==> src/rtl/k423_if_ras.sv <==
// k423_if_ras: return address stack for the fetch-stage branch predictor.
//
// Two circular stacks are kept. The speculative stack is updated by the
// fetch-stage mini-decode (call/return flags and fetch PC). The committed
// stack is updated at retire. A flush reloads the speculative stack from the
// committed stack, including this cycle's retirement.
//
// Ports:
//   clk_i, rst_i       core clock, asynchronous active-high reset
//   flush_i            backend redirect: speculative <= committed (post-commit)
//   if_vld_i/if_pc_i   fetch accepted this cycle / its PC
//   dec_call_i/ret_i   mini-decode call / return flags
//   cmt_vld_i/cmt_pc_i retirement this cycle / its PC
//   cmt_call_i/ret_i   retiring instruction is a call / return
//   ras_vld_o          speculative stack non-empty
//   ras_tgt_o          speculative top entry (predicted return target)
//   ras_cnt_o          speculative occupancy
//
// Optional feature macro: K423_RAS_RECUR_CNT_EN
//   Adds an 8-bit recursion counter per entry, so repeated pushes of the same
//   return address bump a counter instead of allocating new entries.
//   Default build (macro undefined) has no counters.

`ifndef CORE_XLEN
`define CORE_XLEN 32
`endif

module k423_if_ras #(
  parameter int RAS_DEPTH = 8,
  parameter int RAS_PTR_W = $clog2(RAS_DEPTH)
) (
  input  logic                            clk_i,
  input  logic                            rst_i,
  input  logic                            flush_i,
  input  logic                            if_vld_i,
  input  logic [`CORE_XLEN-1:0]           if_pc_i,
  input  logic                            dec_call_i,
  input  logic                            dec_ret_i,
  input  logic                            cmt_vld_i,
  input  logic [`CORE_XLEN-1:0]           cmt_pc_i,
  input  logic                            cmt_call_i,
  input  logic                            cmt_ret_i,
  output logic                            ras_vld_o,
  output logic [`CORE_XLEN-1:0]           ras_tgt_o,
  output logic [$clog2(RAS_DEPTH+1)-1:0]  ras_cnt_o
);

  localparam int XLEN  = `CORE_XLEN;
  localparam int CNT_W = $clog2(RAS_DEPTH+1);

  typedef logic [XLEN-1:0] addr_t;

  typedef struct packed {
    logic [RAS_DEPTH-1:0][XLEN-1:0] ent;
`ifdef K423_RAS_RECUR_CNT_EN
    logic [RAS_DEPTH-1:0][7:0]      rc;
`endif
    logic [RAS_PTR_W-1:0]           ptr;
    logic [CNT_W-1:0]               cnt;
  } stk_t;

  // Return address: no compressed-instruction case, wraps modulo 2^XLEN.
  function automatic addr_t ret_addr(addr_t pc);
    return pc + addr_t'(4);
  endfunction

  function automatic stk_t stk_reset();
    stk_t s;
    s     = '0;
    s.ptr = RAS_PTR_W'(RAS_DEPTH-1);
    return s;
  endfunction

  // One clock of stack update for a given {fire, call, ret, pc}.
  function automatic stk_t stk_step(stk_t s, logic fire, logic call, logic ret,
                                    addr_t pc);
    stk_t                 n;
    addr_t                ra;
    logic [RAS_PTR_W-1:0] up;
    logic                 bump;
    logic                 unwind;
    n      = s;
    ra     = ret_addr(pc);
    up     = s.ptr + RAS_PTR_W'(1);
    bump   = 1'b0;
    unwind = 1'b0;
`ifdef K423_RAS_RECUR_CNT_EN
    bump   = (s.cnt != '0) && (s.ent[s.ptr] == ra) && (s.rc[s.ptr] != 8'hFF);
    unwind = (s.cnt != '0) && (s.rc[s.ptr] != 8'h00);
`endif
    if (fire) begin
      if (call && !ret) begin
        if (bump) begin
`ifdef K423_RAS_RECUR_CNT_EN
          n.rc[s.ptr] = s.rc[s.ptr] + 8'd1;
`endif
        end else begin
          // When full, up already points at the oldest entry, so it is
          // overwritten and cnt stays saturated.
          n.ptr    = up;
          n.ent[up] = ra;
`ifdef K423_RAS_RECUR_CNT_EN
          n.rc[up] = 8'h00;
`endif
          if (s.cnt != CNT_W'(RAS_DEPTH))
            n.cnt = s.cnt + CNT_W'(1);
        end
      end else if (ret && !call) begin
        if (unwind) begin
`ifdef K423_RAS_RECUR_CNT_EN
          n.rc[s.ptr] = s.rc[s.ptr] - 8'd1;
`endif
        end else if (s.cnt != '0) begin
          n.ptr = s.ptr - RAS_PTR_W'(1);
          n.cnt = s.cnt - CNT_W'(1);
        end
      end else if (call && ret) begin
        // Pop-then-push collapses to replacing the top entry; on an empty
        // stack the pop is a no-op, so it degenerates to a plain push.
        n.ent[s.ptr] = ra;
`ifdef K423_RAS_RECUR_CNT_EN
        n.rc[s.ptr] = 8'h00;
`endif
        if (s.cnt == '0) begin
          n.ent[up] = ra;
`ifdef K423_RAS_RECUR_CNT_EN
          n.rc[up] = 8'h00;
`endif
          n.ptr = up;
          n.cnt = CNT_W'(1);
        end
      end
    end
    return n;
  endfunction

  stk_t spec_q;
  stk_t cmt_q;
  stk_t spec_d;
  stk_t cmt_d;

  // Commit is never blocked; flush takes the post-commit copy and discards
  // this cycle's fetch update.
  always_comb begin
    cmt_d  = stk_step(cmt_q, cmt_vld_i, cmt_call_i, cmt_ret_i, cmt_pc_i);
    spec_d = stk_step(spec_q, if_vld_i, dec_call_i, dec_ret_i, if_pc_i);
    if (flush_i)
      spec_d = cmt_d;
  end

  always_ff @(posedge clk_i or posedge rst_i) begin
    if (rst_i) begin
      spec_q <= stk_reset();
      cmt_q  <= stk_reset();
    end else begin
      spec_q <= spec_d;
      cmt_q  <= cmt_d;
    end
  end

  assign ras_tgt_o = spec_q.ent[spec_q.ptr];
  assign ras_vld_o = (spec_q.cnt != '0);
  assign ras_cnt_o = spec_q.cnt;

endmodule

==> config.mk <==
export PLATFORM = sky130hd
export DESIGN_NAME = k423_if_ras
export DESIGN_NICKNAME = d
export VERILOG_FILES = /design/src/rtl/k423_if_ras.sv
export SDC_FILE = /design/constraint.sdc
export NUM_CORES = 2
export LEC_CHECK = 0
export ABC_AREA = 1
export CAP_MARGIN = 20
export CORE_ASPECT_RATIO = 1.25
export CORE_MARGIN = 3
export CORE_UTILIZATION = 30
export DETAILED_ROUTE_END_ITERATION = 16
export SETUP_SLACK_MARGIN = 0.15
export SYNTH_ARGS = -nofsm -noshare
export SYNTH_HDL_FRONTEND = slang
export SYNTH_SLANG_ARGS = --single-unit
==> constraint.sdc <==
create_clock -name clk_i -period 30.1 [get_ports clk_i]
set_clock_uncertainty 0.2 [all_clocks]
set_input_delay 6.02 -clock clk_i [delete_from_list [all_inputs] [get_ports clk_i]]
set_output_delay 6.02 -clock clk_i [all_outputs]
set_load 0.03 [all_outputs]
==> summary.md <==
| Metric | Value |
|---|---|
| Area Growth Syn to Fin | 12.3% |
| Layout cells sized above 1 | 0.0631 |
| Maximum vdd drop | 0.0000490 V |
| Clock Latency Late Sink | 660 ps |
| Hold depth | 2 |
| Yosys top cell by area | dfrtp_1 |
| Number of synthesized register bits | 526 |
| Fin crit share | 0.354 |
| I/O Buffers | 109 |
| Ys Warns | 0 |
| Cell Rows | 141 |
| Finish-stage setup viols | 0 |
| Fmax | 0.0938 GHz |
| Vias per cell | 5.56 |
| Starting Density | 0.303 |
| Status | completed |
| Post-synth top flop | dfrtp_1 |
| Post-CTS Setup Bufs | 0 |
| Grt total ovfl | 0 |
| Number of synthesized flops with an enable pin | 0 |
| Worst-Margin Slew | 1220 ps |
| R2R Path End | spec_q[248]$_DFFE_PP0P_ |
| CTS tree | built |
| Most frequent cell after synthesis | nand2_1 |
| H-tree depth | 2 |
| Mapped Area | 35800 µm² |
| Hold endpoint | cmt_q[103]$_DFF_PP0_ |
| Worst-path clk slew | 60 ps |
| Fillers | 12700 |
| Seq/Total Area, Yosys | 0.368 |
| Top-area cell type share of the netlist area | 0.363 |
| All-Layer GR Usage | 0.261 |
| Peak fanout along the critical path | 19 |
| Hpwl dp | 115000 µm |
| Chip height | 392 µm |
| Largest net degree at the start of global routing | 103 |
| Critical path class | flip-flop to output port |
| DR WL/cell | 23.3 µm |
| Synth top area cells | dfrtp_1 (36%), nand2_1 (21%), nand3_1 (8.9%), a21oi_1 (6.5%), nor2_1 (5.1%) |
| Fin. Hold Viols | 0 |
| Detailed Route WL | 167000 µm |
| Utilization after layout | 0.340 |
| Req. time, crit path | 23880 ps |
| Syn_area_per_cell | 6.41 µm² |
| Placeable Area | 118000 µm² |
| Number of global-route vias before repair | 36200 |
| Async S/R FF share, synth | 1.00 |
| Reg2Reg Setup Slack | 25610 ps |
| First-pass GRT wire length | 243000 µm |
| Syn nets | 5673 |
| Unique masters post-synth | 55 |
| Worst r2r path cells | 11 |
| Clk buf depth | 3 |
| Die Area | 124000 µm² |
| Hold buffer count at cts | 0 |
| Crit end category | output port |
| Crit path arrival time | 4440 ps |
| Commonest cells post-synth | nand2_1 (1981), nand3_1 (635), dfrtp_1 (520) |
| Number of remaining DRC errors | 0 |
| Count of final max-slew check failures | 0 |
| Final min period | 10660 ps |
| Worst R2R Start | spec_q[4]$_DFFE_PP1P_ |
| Die Span X | 315 µm |
| Antenna violations before repair | 7 |
| Fin Setup TNS | 0 ps |
| CTS Buf Count | 55 |
| Leak | 19.7 nW |
| Hold Path Class | flip-flop to flip-flop |
| RSZ-0062 raised after global routing | no |
| Pwr dens | 86.4 nW/µm² |
| Net count reported at finish | 5618 |
| Root Buffer | clkbuf_16 |
| Maxcap violations | 0 |
| Relative max-transition margin | 0.185 |
| Router iterations before antenna repair | 6 |
| GPL Wtd Cong | 0.961 |
| Clock sinks | 526 |
| Post_cts resized | 0 |
| DR vias | 39800 |
| Post-Syn Instances | 5589 |
| Final ANT Viol Nets | 0 |
| Hold path start | cmt_q[103]$_DFF_PP0_ |
| Boundary Pins | 110 |
| Critical Path Start Type | flip-flop |
| Initial DRC count | 5276 |
==> cells by family after synthesis <==
| logic type | count (synthesis) | share of synthesized area |
|---|---|---|
| adders and majority gates | 11 | 0.00384 |
| buffers and inverters | 801 | 0.0905 |
| DFF | 526 | 0.368 |
| AOI/OAI and AO/OA | 966 | 0.152 |
| xor gates and xnor gates | 22 | 0.00538 |
| and+or+nand+nor | 3263 | 0.380 |
==> critical path, stage by stage, from the launching register on <==
cell and delay, ps:
dfstp_2 730, nand3_1 510, inv_1 700, buf_4 510, a22o_1 230, a221oi_1 50
nand4_1 270, clkdlybuf4s50_1 750
==> placed cells by master (no fill, tap or decap), types with 7 or more instances in the layout <==
cell | synthesis | final
nand4_1 | 35 | 35
inv_2 | 33 | 31
xnor2_1 | 8 | 8
a22oi_1 | 42 | 42
and2_1 | 8 | 8
buf_4 | 17 | 94
clkinv_2 | 0 | 17
nor3_1 | 8 | 7
o2111ai_1 | 8 | 8
o21ai_1 | 44 | 44
nor2_1 | 484 | 483
nand3b_1 | 32 | 32
nor2_2 | 10 | 10
o21ai_2 | 19 | 17
or2_2 | 29 | 29
a22o_1 | 11 | 11
nand3_1 | 635 | 631
dfrtp_1 | 520 | 520
o21ai_0 | 250 | 250
xor2_1 | 14 | 12
nand2_2 | 12 | 14
clkbuf_8 | 0 | 11
clkbuf_16 | 0 | 55
a21oi_1 | 467 | 466
ha_1 | 11 | 11
o211ai_1 | 50 | 50
nand2_1 | 1981 | 1979
o22ai_1 | 19 | 19
inv_1 | 446 | 443
a221oi_1 | 30 | 30
nand3_2 | 12 | 16
clkdlybuf4s50_1 | 0 | 107
==> worst max path at each step <==
stage,start,endpoint,cells past startpoint
final,spec_q[4]$_DFFE_PP1P_,ras_tgt_o[15],7
after global placement,cmt_call_i,spec_q[242]$_DFFE_PP0P_,14
after floorplan,rst_i,cmt_q[0]$_DFF_PP0_,1
after detailed placement,cmt_call_i,spec_q[242]$_DFFE_PP0P_,14
after global routing,spec_q[4]$_DFFE_PP1P_,ras_tgt_o[31],9
after CTS,spec_q[4]$_DFFE_PP1P_,ras_tgt_o[15],7
==> layer usage <==
layer | vias to the layer above | part of all wire | track usage
li1 | 18000 | - | -
met1 | 18700 | 0.39 | 0.337
met2 | 2511 | 0.44 | 0.402
met3 | 554 | 0.10 | 0.0502
met4 | 2 | 0.072 | 0.162
met5 | - | 0.000078 | 0
==> power by group <==
group / switching [mW] / internal (mW) / leakage, nW
Clock: 0.334 / 0.415 / 0.938
Combinational: 1.13 / 0.471 / 12.4
Sequential: 0.173 / 0.951 / 6.42
==> flip-flops by register name, summed over array words and instances (netlist names) <==
signal     cells
cmt_q        263
spec_q       259
ras_cnt_o      4
==> area by class of cell <==
type                            instances  area, µm²  area share
Multi-Input combinational cell       4262      19500       0.485
Sequential cell                       526      13200       0.327
Tap cell                             1573       1970      0.0489
Timing Repair Buffer                  204       1850      0.0459
Inverter                              485       1840      0.0458
Clock buffer                           72       1550      0.0385
Clock inverter                         31        345     0.00859
Antenna cell                            2       5.00    0.000124
==> through the flow <==
step / power [mW] / instances / hold slack (ps) / area [µm²] / worst slack [ps]
floorplan: 2.09 / 5589 / 238 / 35800 / 9190
global placement: 2.65 / 7047 / 254 / 38300 / 19310
detailed placement: 2.68 / 7048 / 259 / 38300 / 19270
CTS: 3.43 / 7151 / 275 / 40200 / 19580
global route: 3.65 / 7153 / 292 / 40200 / 19290
finish: 3.47 / 7155 / 274 / 40200 / 19440
(Power assumes the default switching activity.)
